## config.mk

```make
export PLATFORM = sky130hd
export DESIGN_NAME = mem_stage
export DESIGN_NICKNAME = d
export VERILOG_FILES = /design/src/rtl/mem_stage_pkg.sv /design/src/rtl/mem_stage_load_align.sv /design/src/rtl/mem_stage.sv
export SDC_FILE = /design/constraint.sdc
export NUM_CORES = 1
export LEC_CHECK = 0
export CORE_AREA = 2 2 152 154
export CTS_CLUSTER_SIZE = 40
export DETAILED_ROUTE_END_ITERATION = 8
export DIE_AREA = 0 0 154 156
export PLACE_DENSITY = 0.74
export SLEW_MARGIN = 10
export SYNTH_ARGS = -nofsm -noshare
export SYNTH_HDL_FRONTEND = slang
export SYNTH_SLANG_ARGS = --single-unit
```

## constraint.sdc

```tcl
create_clock -name clk -period 3.3 [get_ports clk]
set_input_delay 0.99 -clock clk [delete_from_list [all_inputs] [get_ports clk]]
set_output_delay 0.99 -clock clk [all_outputs]
set_load 0.01 [all_outputs]
```

## src/rtl/mem_stage_pkg.sv

```systemverilog
// Shared RV32I packet types for the MEM stage slice: opcodes, load/store funct3
// encodings, the EX/MEM packet layout and the MEM access FSM states.
package mem_stage_pkg;

    typedef enum logic [6:0] {
        op_lui   = 7'b0110111,
        op_auipc = 7'b0010111,
        op_jal   = 7'b1101111,
        op_jalr  = 7'b1100111,
        op_br    = 7'b1100011,
        op_load  = 7'b0000011,
        op_store = 7'b0100011,
        op_imm   = 7'b0010011,
        op_reg   = 7'b0110011
    } rv32i_opcode_t;

    typedef enum logic [2:0] {
        lb  = 3'b000,
        lh  = 3'b001,
        lw  = 3'b010,
        lbu = 3'b100,
        lhu = 3'b101
    } load_funct3_t;

    typedef enum logic [2:0] {
        sb = 3'b000,
        sh = 3'b001,
        sw = 3'b010
    } store_funct3_t;

    typedef enum logic [1:0] {
        IDLE   = 2'd0,
        ACCESS = 2'd1,
        DONE   = 2'd2
    } mem_state_t;

    typedef struct packed {
        rv32i_opcode_t opcode;
        logic [2:0]    funct3;
        logic [4:0]    rd;
    } rv32i_inst_t;

    typedef struct packed {
        logic [31:0] pc;
        logic [31:0] alu_out;
        logic [31:0] rs2_out;
        logic [31:0] mem_rdata;
    } rv32i_data_t;

    typedef struct packed {
        logic        valid;
        rv32i_inst_t inst;
        rv32i_data_t data;
    } rv32i_packet_t;

    function automatic logic is_mem_op(input rv32i_packet_t p);
        return p.valid && ((p.inst.opcode == op_load) || (p.inst.opcode == op_store));
    endfunction

endpackage

```

## src/rtl/mem_stage_load_align.sv

```systemverilog
// Load data alignment: selects the addressed byte/halfword of a cache word and
// sign- or zero-extends it according to the load funct3.
module load_align
    import mem_stage_pkg::*;
(
    input  logic [31:0] rdata,
    input  logic [1:0]  addr,
    input  logic [2:0]  funct3,
    output logic [31:0] ext
);

    logic [31:0] byte_s;
    logic [31:0] half_s;

    // Lane select and extension; halfwords only look at addr[1]
    always_comb begin
        byte_s = rdata >> {addr, 3'b000};
        half_s = rdata >> {addr[1], 4'b0000};
        ext    = rdata;
        case (load_funct3_t'(funct3))
            lb:      ext = {{24{byte_s[7]}}, byte_s[7:0]};
            lbu:     ext = {24'h000000, byte_s[7:0]};
            lh:      ext = {{16{half_s[15]}}, half_s[15:0]};
            lhu:     ext = {16'h0000, half_s[15:0]};
            lw:      ext = rdata;
            default: ext = rdata;
        endcase
    end

endmodule

```

## src/rtl/mem_stage.sv

```systemverilog
// Pipeline MEM stage: converts load/store packets into one data-cache transaction,
// stalls the pipeline while it is outstanding and returns aligned load data.
module mem_stage
    import mem_stage_pkg::*;
(
    input  logic          clk,
    input  logic          rst,
    input  rv32i_packet_t mem_in,
    output rv32i_packet_t mem_out,
    output logic          mem_stall,
    output logic          data_read,
    output logic          data_write,
    output logic [3:0]    data_mbe,
    output logic [31:0]   data_addr,
    output logic [31:0]   data_wdata,
    input  logic [31:0]   data_rdata,
    input  logic          data_resp
);

    mem_state_t  state_r;
    mem_state_t  state_nxt_s;
    logic        mem_op_s;
    logic        is_store_s;
    logic [3:0]  mbe_s;
    logic [31:0] wdata_s;
    logic [31:0] aligned_s;

    logic [31:0] addr_r;
    logic [31:0] wdata_r;
    logic [3:0]  mbe_r;
    logic        is_store_r;
    logic [31:0] rdata_r;
    logic        read_r;
    logic        write_r;

    assign mem_op_s   = is_mem_op(mem_in);
    assign is_store_s = (mem_in.inst.opcode == op_store);

    // Next-state logic
    always_comb begin
        state_nxt_s = state_r;
        case (state_r)
            IDLE: begin
                if (mem_op_s) state_nxt_s = ACCESS;
                else          state_nxt_s = IDLE;
            end
            ACCESS: begin
                if (data_resp) state_nxt_s = DONE;
                else           state_nxt_s = ACCESS;
            end
            DONE:    state_nxt_s = IDLE;
            default: state_nxt_s = IDLE;
        endcase
    end

    // Stall: an arriving memory op holds the pipeline in the same cycle
    always_comb begin
        mem_stall = 1'b0;
        case (state_r)
            IDLE:    mem_stall = mem_op_s;
            ACCESS:  mem_stall = 1'b1;
            DONE:    mem_stall = 1'b0;
            default: mem_stall = 1'b0;
        endcase
    end

    // Store byte-lane and data placement
    always_comb begin
        mbe_s   = 4'b0000;
        wdata_s = 32'h0000_0000;
        if (is_store_s) begin
            case (store_funct3_t'(mem_in.inst.funct3))
                sw: begin
                    mbe_s   = 4'b1111;
                    wdata_s = mem_in.data.rs2_out;
                end
                sh: begin
                    mbe_s   = 4'b0011 << {mem_in.data.alu_out[1], 1'b0};
                    wdata_s = mem_in.data.rs2_out << {mem_in.data.alu_out[1], 4'b0000};
                end
                sb: begin
                    mbe_s   = 4'b0001 << mem_in.data.alu_out[1:0];
                    wdata_s = mem_in.data.rs2_out << {mem_in.data.alu_out[1:0], 3'b000};
                end
                default: begin
                    mbe_s   = 4'b0000;
                    wdata_s = mem_in.data.rs2_out;
                end
            endcase
        end else begin
            mbe_s   = 4'b0000;
            wdata_s = 32'h0000_0000;
        end
    end

    // State, request registers and captured read data
    always_ff @(posedge clk) begin
        if (rst) begin
            state_r    <= IDLE;
            addr_r     <= 32'h0000_0000;
            wdata_r    <= 32'h0000_0000;
            mbe_r      <= 4'b0000;
            is_store_r <= 1'b0;
            rdata_r    <= 32'h0000_0000;
            read_r     <= 1'b0;
            write_r    <= 1'b0;
        end else begin
            state_r <= state_nxt_s;
            if ((state_r == IDLE) && mem_op_s) begin
                addr_r     <= mem_in.data.alu_out;
                wdata_r    <= wdata_s;
                mbe_r      <= mbe_s;
                is_store_r <= is_store_s;
                read_r     <= !is_store_s;
                write_r    <= is_store_s;
            end else if ((state_r == ACCESS) && data_resp) begin
                rdata_r <= data_rdata;
                read_r  <= 1'b0;
                write_r <= 1'b0;
            end
        end
    end

    assign data_read  = read_r;
    assign data_write = write_r;
    assign data_mbe   = mbe_r;
    assign data_addr  = {addr_r[31:2], 2'b00};
    assign data_wdata = wdata_r;

    load_align u_load_align (
        .rdata  (rdata_r),
        .addr   (addr_r[1:0]),
        .funct3 (mem_in.inst.funct3),
        .ext    (aligned_s)
    );

    // Outgoing packet; load data only appears while the result is presented
    always_comb begin
        mem_out = mem_in;
        if ((state_r == DONE) && !is_store_r) begin
            mem_out.data.mem_rdata = aligned_s;
        end else begin
            mem_out.data.mem_rdata = 32'h0000_0000;
        end
    end

endmodule
```

Word-level counts from Yosys, hierarchy flattened:

Index checks and enable logic that the tools add are counted.

* $add $sub $neg: 0
* multipliers: 0
* div/mod/pow operators: 0
* $lt $le $gt $ge: 0
* eq/ne operators: 8
* shift-type cells: 6
* multiplexer cells: 13
* bitwise gates (word level): 1
* reductions and logical operators: 11

Operators with widths (number)
* one-hot mux 32 bit (4 select lines): 1
* two-way mux 32 bit: 2
* one-hot mux 32 bit (2 select lines): 1
* << shifter 32 x 5 -> 32 bit: 2
* right shift 32 x 5 -> 16 bit: 1
* right shift 32 x 5 -> 8 bit: 1
* one-hot mux 4 bit (3 select lines): 1
* == test 7 x 2 -> 1 bit (second input constant): 1
* == test 7 x 6 -> 1 bit (second input constant): 1
* == test 3 bit (second input constant): 2
* logical AND 1 bit: 4
* two-way mux 1 bit: 4
* two-way mux 4 bit: 1
* one-hot mux 2 bit (2 select lines): 1
* << shifter 1 x 2 -> 4 bit (first input constant): 1
* << shifter 2 x 2 -> 4 bit (first input constant): 1
* == test 3 x 1 -> 1 bit (second input constant): 1
* == test 3 x 2 -> 1 bit (second input constant): 1
* zero test 3 bit: 1
* == test 2 x 1 -> 1 bit (second input constant): 1
* == test 2 bit (second input constant): 1
* zero test 1 bit: 2
* zero test 2 bit: 1
* two-way mux 2 bit: 1
* 5 further kinds: 5

* register bits after elaboration: 105
* latch bits: 0
* RAM bits: 0
* memory bits (read-only): 0
* input port bits: 179
* output and inout port bits: 215
* logic and storage cells: 47
* memories kept: 0

Logic depth before layout (Yosys ltp):

Gate-level depths: netlist of the first run.

* depth after elaboration: 6
* gate-level depth with buffers: 7
* gate-level depth less buffers: 4

Hierarchy:

A second synthesis of the first run with hierarchy kept.

* cells, all modules: 814
* area, all modules: 6304.8 µm²

Modules (own cells, without submodules)
* mem_stage: instances 1, cells each 705, area an instance 5676.7 µm², seq. area each 2102.0 µm²
* load_align: instances 1, cells each 109, area an instance 628.1 µm², seq. area each 0.0 µm²

Least setup slack after synthesis of the first run:

OpenSTA, ideal clock, no wires.

* kind: input to output
* from: input mem_in[133] (netlist bit)
* to: output mem_out[4] (netlist bit)
* data arrival time: 2172 ps
* data required time: 2310 ps
* slack: 138 ps
* cell stages on the path: 5
* buffers on the path: 1
* cells stage by stage: buf_2 -> nand2b_1 -> a2bb2oi_1 -> o22ai_1 -> a2111oi_0

RTL lines
* from (decl): line mem_stage.sv:8 `input rv32i_packet_t mem_in,`
* to (decl): line mem_stage.sv:9 `output rv32i_packet_t mem_out,`

==> results of run 1 <==
-- synthesized netlist by cell type, types with 2 or more instances --
master / count / area [sq um]
dfxtp_1: 105 / 2100
mux2i_1: 3 / 30.0
o22ai_1: 8 / 50.1
nor2_1: 15 / 56.3
a22o_1: 9 / 78.8
a32oi_1: 8 / 70.1
nor3_2: 2 / 20.0
o21a_1: 3 / 22.5
o221ai_1: 6 / 52.6
inv_1: 9 / 33.8
nand3_1: 2 / 10.0
nand2b_1: 4 / 25.0
a221oi_1: 5 / 43.8
nor2b_1: 6 / 37.5
o2bb2ai_1: 13 / 114
nor3_1: 11 / 55.1
a22oi_1: 15 / 113
buf_2: 13 / 65.1
nor3b_1: 2 / 15.0
nand4_1: 8 / 50.1
nand3b_1: 7 / 52.6
nand2_1: 193 / 724
buf_4: 144 / 1080
buf_6: 3 / 33.8
o211ai_1: 4 / 30.0
a21oi_1: 86 / 430
mux4_2: 5 / 113
mux2_2: 7 / 78.8
o21ai_0: 18 / 90.1
clkbuf_1: 36 / 135
and2_1: 2 / 12.5
or3b_2: 2 / 17.5
-- kinds of logic (layout without fill, tap and decap cells) --
group	Yosys count	after routing	share of synthesized area
AO/OA/AOI/OAI	185	185	0.198
other	1	2	0.000620
flip-flops	105	105	0.348
multiplexers	16	16	0.0391
AND/OR/NAND/NOR	260	260	0.190
buffers and inverters	207	375	0.224
-- power groups by stage --
stage	sequential [mW]	combinational (mW)	clock (mW)
final	1.27	0.476	1.07
after global routing	1.27	0.503	1.16
after CTS	1.27	0.472	1.12
after detailed placement	1.30	0.458	0
after global placement	1.30	0.455	0
after floorplan	1.30	0.254	0
-- per-stage QoR --
| step | total power [mW] | worst slack, ns | cells |
|---|---|---|---|
| detailed placement | 1.76 | -0.830 | 1207 |
| floorplan | 1.55 | 0.138 | 775 |
| global placement | 1.76 | -0.810 | 1207 |
| global route | 2.94 | -0.00537 | 1228 |
| CTS | 2.86 | -0.0119 | 1228 |
| finish | 2.81 | 0.0385 | 1228 |
-- path summary, 6_finish.rpt --
kind	depth (start not counted)	startpoint	end	slack [ns]
worst max-delay path	7	mem_in[135]	mem_out[8]	0.04
worst min-delay path	2	addr_r[10]	addr_r[10]	0.45
worst max register to register	5	state_r[1]	data_wdata[27]	1.26
worst min register to register	2	addr_r[10]	addr_r[10]	0.45
-- sequential cells by signal, indices dropped and copies added, names as in the netlist --
name	count
addr_r	32
data_read	1
state_r	2
data_write	1
rdata_r	32
is_store_r	1
data_wdata	32
data_mbe	4
-- cell type report --
type,count,area [sq um],area share
sequential,105,2100,0.236
inverter,10,37.5,0.00422
timing repair buffer,349,3320,0.373
multi-input combinational,463,2800,0.314
tap,285,357,0.0401
clock inverter,5,45.0,0.00506
clock buffer,11,243,0.0273
-- metal layers --
layer | track usage | vias up
li1 | - | 2833
met1 | 0.213 | 2754
met2 | 0.286 | 272
met3 | 0.0297 | 32
met4 | 0.0699 | 0
met5 | 0 | -
-- timing repair --
| item | CTS | global route |
|---|---|---|
| hold buffers | 0 | 0 |
| gates cloned | 1 | 0 |
| setup buffers | 5 | 0 |
| resized for setup | 131 | 9 |
| setup endpoints to repair | 35 | 32 |
| pin swaps | 10 | 4 |
-- worst reg2reg max path: stages, from the launching register on --
cell and delay [ns]:
dfxtp_1 0.34, nor2_1 0.23, nand4b_2 0.16, buf_4 0.34
or3_1 0.65, o2bb2ai_1 0.25
==> impl_metrics.tcl, run 1 <==
set metrics [dict create \
    io-pin-count 394 \
    drive_gt1_frac 0.156 \
    clk_latency_ns 0.35 \
    cts_buffer_depth 2 \
    leakagePower_nw 3.18 \
    critPathTopFamily "buffers and inverters" \
    start_util 0.270 \
    setup_viol 0 \
    skew_ns 0.00836 \
    wl_per_cell_microns 17.4 \
    dr.pass1.iters 5 \
    ys_warn_count 0 \
    ant_nets 0 \
    wirelength_microns 21400 \
    power.switching_mw 0.728 \
    finalHoldViolCount 0 \
    htreeDepth 3 \
    slew_viol_final 0 \
    clk_pin_slew_ns 0.08 \
    cp-end-kind "output port" \
    track_usage 0.169 \
    cts_tree "built" \
    sequentialPowerShare 0.452 \
    synth_cell_types 52 \
    rows 55 \
    vias 5891 \
    syn_area_sq_mm 0.00605 \
    grt_pass1_wl_microns 31700 \
    power_density_mw_per_mm2 316 \
    grt_max_degree 52 \
    cp_max_fo 3 \
    max_freq_mhz 307 \
    syn_avg_cell_area_sq_um 7.81 \
    wl_met1_microns 8890 \
    finalCriticalPeriod_ns 3.26 \
    tightest_slew_ns 0.836 \
    timing.hold.ws_ns 0.450 \
    switching_share 0.259 \
    clock-sinks 105 \
    slowest_delay_ns 0.28 \
    hpwl_microns 16000 \
    vdd_drop_max_mv 0.163 \
    async_flop_share 0 \
    tns_ns 0 \
    fillers 2214 \
    die_w_microns 154 \
    crit_chain "clkdlybuf4s15_1 -> nor3_4 -> o21ai_2 -> o22ai_2 -> buf_4 -> o21a_1 -> buf_2" \
    cp_slowest_cell "nor3_4" \
    viasPerCell 4.80 \
    final_core_util 0.398 \
    drc 0 \
    gp_congestion 0.878 \
    io_buffer_count 285 \
    crit_arrival_ns 2.27 \
    intPower_mw 2.09 \
    worstPathRequired_ns 2.31 \
    areaGrowthSynthToFinish_pct 47.2 \
    cp_num_buf_inv 3 \
    final_area_sq_mm 0.00890 \
    layout_common_cells "clkdlybuf4s50_1 (248), nand2_1 (193), dfxtp_1 (104), a21oi_1 (84), buf_4 (55)" \
    grt.overflow.total 0 \
    route.met2.wl_microns 10600 \
    root_buffer "clkbuf_16" \
    drv_cap 0 \
    final_common_cell "clkdlybuf4s50_1" \
    seq_area_frac_synth 0.348 \
    antenna_found_initial 0 \
    top_layer "met4" \
    core_sq_mm 0.0224 \
    relSlewSlack 0.442 \
    numCtsBuffers 9 \
    grt_pass1_vias 5437 \
    synth_enable_flop_cells 0 \
    hold_path.class "reg -> reg" \
    postSynthCellCount 774 \
    pwr-share-clk 0.379 \
    nets 1117 \
    dr_wl_met3_microns 1350 \
    diodes 0 \
    place_area_sq_mm 0.00841 \
    ys.flop_type "dfxtp_1" \
    path_class "in -> out" \
    fp.dieArea_sq_mm 0.0240 \
    outcome "finished clean" \
    drt_iter0_drc 518 \
    cp-start-kind "input port" \
    ys_ff_latch 105 \
    die_h_microns 156 \
    share_comb_of_total_power 0.169 \
    fin_crit_sh 0.988 \
]
(Power assumes the default switching activity.)
==> run 2, diff against run 1 <==
SETUP_SLACK_MARGIN = 0.1   (was not set)
==> impl_metrics.tcl, run 2 (synthesized netlist as in run 1, its figures left out) <==
set metrics [dict create \
    grt_pass1_vias 5449 \
    intPower_mw 2.09 \
    rsz0062_at_grt "no" \
    drc 0 \
    cp_max_fo 4 \
    power.switching_mw 0.728 \
    hpwl_microns 16000 \
    pwr-share-clk 0.379 \
    cp_num_buf_inv 2 \
    fin_crit_sh 0.960 \
    fp.dieArea_sq_mm 0.0240 \
    die_w_microns 154 \
    antenna_found_initial 0 \
    vdd_drop_max_mv 0.164 \
    root_buffer "clkbuf_16" \
    core_sq_mm 0.0224 \
    relSlewSlack 0.404 \
    track_usage 0.169 \
    share_comb_of_total_power 0.169 \
    gp_congestion 0.878 \
    dr.pass1.iters 5 \
    clk_latency_ns 0.35 \
    wirelength_microns 21400 \
    start_util 0.270 \
    cts_buffer_depth 2 \
    leakagePower_nw 3.20 \
    final_common_cell "clkdlybuf4s50_1" \
    numCtsBuffers 9 \
    crit_arrival_ns 2.18 \
    slowest_delay_ns 0.59 \
    diodes 0 \
    final_core_util 0.400 \
    die_h_microns 156 \
    stdcell_count 1228 \
    clk_pin_slew_ns 0.08 \
    skew_ns 0.00933 \
    ant_nets 0 \
    sequentialPowerShare 0.451 \
    outcome "finished clean" \
    grt_pass1_wl_microns 31800 \
    layout_common_cells "clkdlybuf4s50_1 (248), nand2_1 (192), dfxtp_1 (103), a21oi_1 (83), buf_4 (55)" \
    rows 55 \
    finalCriticalPeriod_ns 3.17 \
    areaGrowthSynthToFinish_pct 47.9 \
    viasPerCell 4.81 \
    max_freq_mhz 316 \
    crit_chain "clkdlybuf4s50_1 -> clkdlybuf4s50_1" \
    cp_slowest_cell "clkdlybuf4s50_1" \
    io_buffer_count 285 \
    drv_cap 0 \
    setup_viol 0 \
    clock-sinks 105 \
    cts_tree "built" \
    htreeDepth 3 \
    slew_viol_final 0 \
    dp_cells 1207 \
    io-pin-count 394 \
    cp-end-kind "output port" \
    cp_common_cell "clkdlybuf4s50_1" \
    drt_iter0_drc 370 \
    critPathTopFamily "buffers and inverters" \
    worstPathRequired_ns 2.31 \
    wl_per_cell_microns 17.4 \
    cp-start-kind "input port" \
    tightest_slew_ns 0.892 \
    grt.overflow.total 0 \
    nets 1117 \
    finalHoldViolCount 0 \
    switching_share 0.259 \
    vias 5909 \
    power_density_mw_per_mm2 315 \
    hold_path.class "reg -> reg" \
    grt_max_degree 52 \
    drive_gt1_frac 0.163 \
    path_class "in -> out" \
]
-- run 2: power groups by stage --
| stage | Clock, mW | Sequential, mW | Combinational (mW) |
|---|---|---|---|
| finish | 1.07 | 1.27 | 0.476 |
| global placement | 0 | 1.30 | 0.455 |
| global route | 1.16 | 1.27 | 0.505 |
| floorplan | 0 | 1.30 | 0.254 |
| detailed placement | 0 | 1.30 | 0.458 |
| CTS | 1.12 | 1.27 | 0.474 |
-- run 2: repair_timing --
| item | 4_1_cts | 5_1_grt |
|---|---|---|
| hold buffers | 0 | 0 |
| resized for setup | 145 | 15 |
| setup endpoints to repair | 36 | 26 |
| buffers inserted | 5 | 1 |
| pin swaps | 12 | 3 |
| gates cloned | 1 | 0 |
-- run 2: layout make-up --
cell class / count / area, sq um
clock buffer: 11 / 243
timing repair buffer: 349 / 3330
tap: 285 / 357
inverter: 10 / 37.5
fill: 2219 / 13400
multi-input combinational: 463 / 2830
clock inverter: 5 / 45.0
sequential: 105 / 2100
-- run 2: path summary, 6_finish.rpt --
kind               from        endpoint  slack (ns)  cells past startpoint
max          mem_in[44]     mem_out[44]        0.13                      2
min          addr_r[10]      addr_r[10]        0.45                      2
max reg2reg  state_r[1]  data_wdata[27]        1.27                      5
min reg2reg  addr_r[10]      addr_r[10]        0.45                      2
-- run 2: layer usage --
layer,global-route usage,wire length (microns),vias to the layer above
met5,0,0,-
met4,0.0676,556,0
met1,0.214,8920,2777
met2,0.287,10600,274
met3,0.0297,1380,32
li1,-,-,2826
-- run 2: through the flow --
stage | setup WS [ns] | total power [mW] | hold WS, ns | cell area, sq um | TNS (ns)
2_1_floorplan | 0.138 | 1.55 | 0.432 | 6050 | 0
3_3_place_gp | -0.810 | 1.76 | 0.437 | 8410 | -21.47
3_5_place_dp | -0.830 | 1.76 | 0.442 | 8410 | -21.45
4_1_cts | 0.0692 | 2.86 | 0.454 | 8900 | 0
5_1_grt | 0.106 | 2.94 | 0.467 | 8940 | 0
6_report | 0.132 | 2.82 | 0.450 | 8940 | 0
==> run 3, diff against run 2 <==
SKIP_CTS_REPAIR_TIMING = 1   (was not set)
==> impl_metrics.tcl, run 3 (synthesized netlist as in run 1, its figures left out) <==
set metrics [dict create \
    crit_arrival_ns 2.26 \
    relSlewSlack 0.425 \
    areaGrowthSynthToFinish_pct 48.0 \
    setup_viol 0 \
    wirelength_microns 21300 \
    dr.pass1.iters 5 \
    numCtsBuffers 9 \
    gp_congestion 0.878 \
    layout_common_cells "clkdlybuf4s50_1 (248), nand2_1 (193), dfxtp_1 (104), a21oi_1 (85), buf_4 (56)" \
    reg2reg_to "data_wdata[27]" \
    cp-end-kind "output port" \
    drc 0 \
    clk_pin_slew_ns 0.07 \
    root_buffer "clkbuf_16" \
    finalCriticalPeriod_ns 3.25 \
    clk_latency_ns 0.35 \
    fin_crit_sh 0.984 \
    path_class "in -> out" \
    rows 55 \
    drive_gt1_frac 0.140 \
    final_common_cell "clkdlybuf4s50_1" \
    worstPathRequired_ns 2.31 \
    cts_buffer_depth 2 \
    whs_path_depth 2 \
    clock-sinks 105 \
    max_freq_mhz 308 \
    fp.dieArea_sq_mm 0.0240 \
    diodes 0 \
    viasPerCell 4.81 \
    start_util 0.270 \
    hpwl_microns 16000 \
    vdd_drop_max_mv 0.163 \
    outcome "finished clean" \
    wl_per_cell_microns 17.3 \
    min_to "addr_r[10]" \
    rsz0062_at_grt "yes" \
    finalHoldViolCount 0 \
    io_buffer_count 285 \
    cp-start-kind "input port" \
    drt_iter0_drc 419 \
    die_h_microns 156 \
    grt_pass1_wl_microns 30900 \
    drv_cap 0 \
    skew_ns 0.00916 \
    vias 5896 \
    timing.hold.ws_ns 0.451 \
    tightest_slew_ns 0.860 \
    grt_max_degree 52 \
    cts_tree "built" \
    core_sq_mm 0.0224 \
    hold_path.class "reg -> reg" \
    ant_nets 0 \
    final_area_sq_mm 0.00894 \
    rr_startpoint "state_r[1]" \
    r2r_slack_ns 1.26 \
    fillers 2207 \
    nets 1115 \
    grt.overflow.total 0 \
    dp_cells 1207 \
    worstRegToRegCells 5 \
    cp_max_fo 6 \
    place_area_sq_mm 0.00841 \
    die_w_microns 154 \
    io-pin-count 394 \
    power_density_mw_per_mm2 314 \
    stdcell_count 1226 \
    slew_viol_final 0 \
    min_from "addr_r[10]" \
    grt_pass1_vias 5360 \
    htreeDepth 3 \
    track_usage 0.165 \
    leakagePower_nw 3.60 \
    antenna_found_initial 0 \
]
run 3: cell count changes in the layout (fill, tap and decap cells not counted), moves of 2 or more:
| cell | previous run | this run |
|---|---|---|
| a221oi_4 | 2 | 0 |
| clkdlybuf4s15_1 | 6 | 0 |
| dlymetal6s2s_1 | 0 | 28 |
| nor3_1 | 6 | 8 |
| buf_6 | 9 | 4 |
| dlygate4sd2_1 | 12 | 0 |
| a21oi_1 | 83 | 85 |
| o22ai_4 | 3 | 1 |
| nor3_2 | 6 | 4 |
| clkdlybuf4s15_2 | 3 | 0 |
| clkbuf_2 | 1 | 4 |
| buf_2 | 11 | 3 |
run 3: critical path: stages:
cell and delay (ns):
buf_6 0.09, buf_8 0.12, nor3_4 0.28, o21ai_1 0.14, o22ai_2 0.18, buf_4 0.15
o21a_1 0.15, buf_2 0.14
run 3: worst max-delay path by stage:
stage,start,endpoint,slack [ns],cells past startpoint
after global routing,mem_in[133],mem_out[8],0.03,8
final,mem_in[133],mem_out[8],0.05,8
after CTS,mem_in[134],mem_out[8],-0.83,7
after global placement,mem_in[134],mem_out[8],-0.81,7
after floorplan,mem_in[133],mem_out[4],0.14,5
after detailed placement,mem_in[134],mem_out[8],-0.83,7
run 3: metrics by stage:
stage	setup slack, ns	power [mW]	setup TNS [ns]	util
after floorplan	0.138	1.55	0	-
after global placement	-0.810	1.76	-21.47	0.376
after detailed placement	-0.830	1.76	-21.45	0.376
after CTS	-0.832	2.85	-21.80	0.389
after global routing	0.0332	2.94	0	0.400
final	0.0543	2.81	0	0.400
run 3: cell type report:
cell class | count | area (sq um) | share of cell area
Clock buffer | 11 | 243 | 0.0271
Clock inverter | 5 | 45.0 | 0.00504
Inverter | 10 | 37.5 | 0.00420
Multi-Input combinational cell | 463 | 2760 | 0.308
Sequential cell | 105 | 2100 | 0.235
Tap cell | 285 | 357 | 0.0399
Timing Repair Buffer | 347 | 3400 | 0.380
run 3: power breakdown:
part | switching (mW) | internal [mW]
clock | 0.519 | 0.548
combinational | 0.203 | 0.270
sequential | 0.00234 | 1.27
total | 0.724 | 2.09
run 3: layer usage:
| layer | vias up | wire length, microns | global-route usage |
|---|---|---|---|
| met1 | 2760 | 8760 | 0.212 |
| li1 | 2823 | - | - |
| met4 | 0 | 540 | 0.0659 |
| met3 | 34 | 1430 | 0.0281 |
| met2 | 279 | 10500 | 0.277 |
| met5 | - | 0 | 0 |
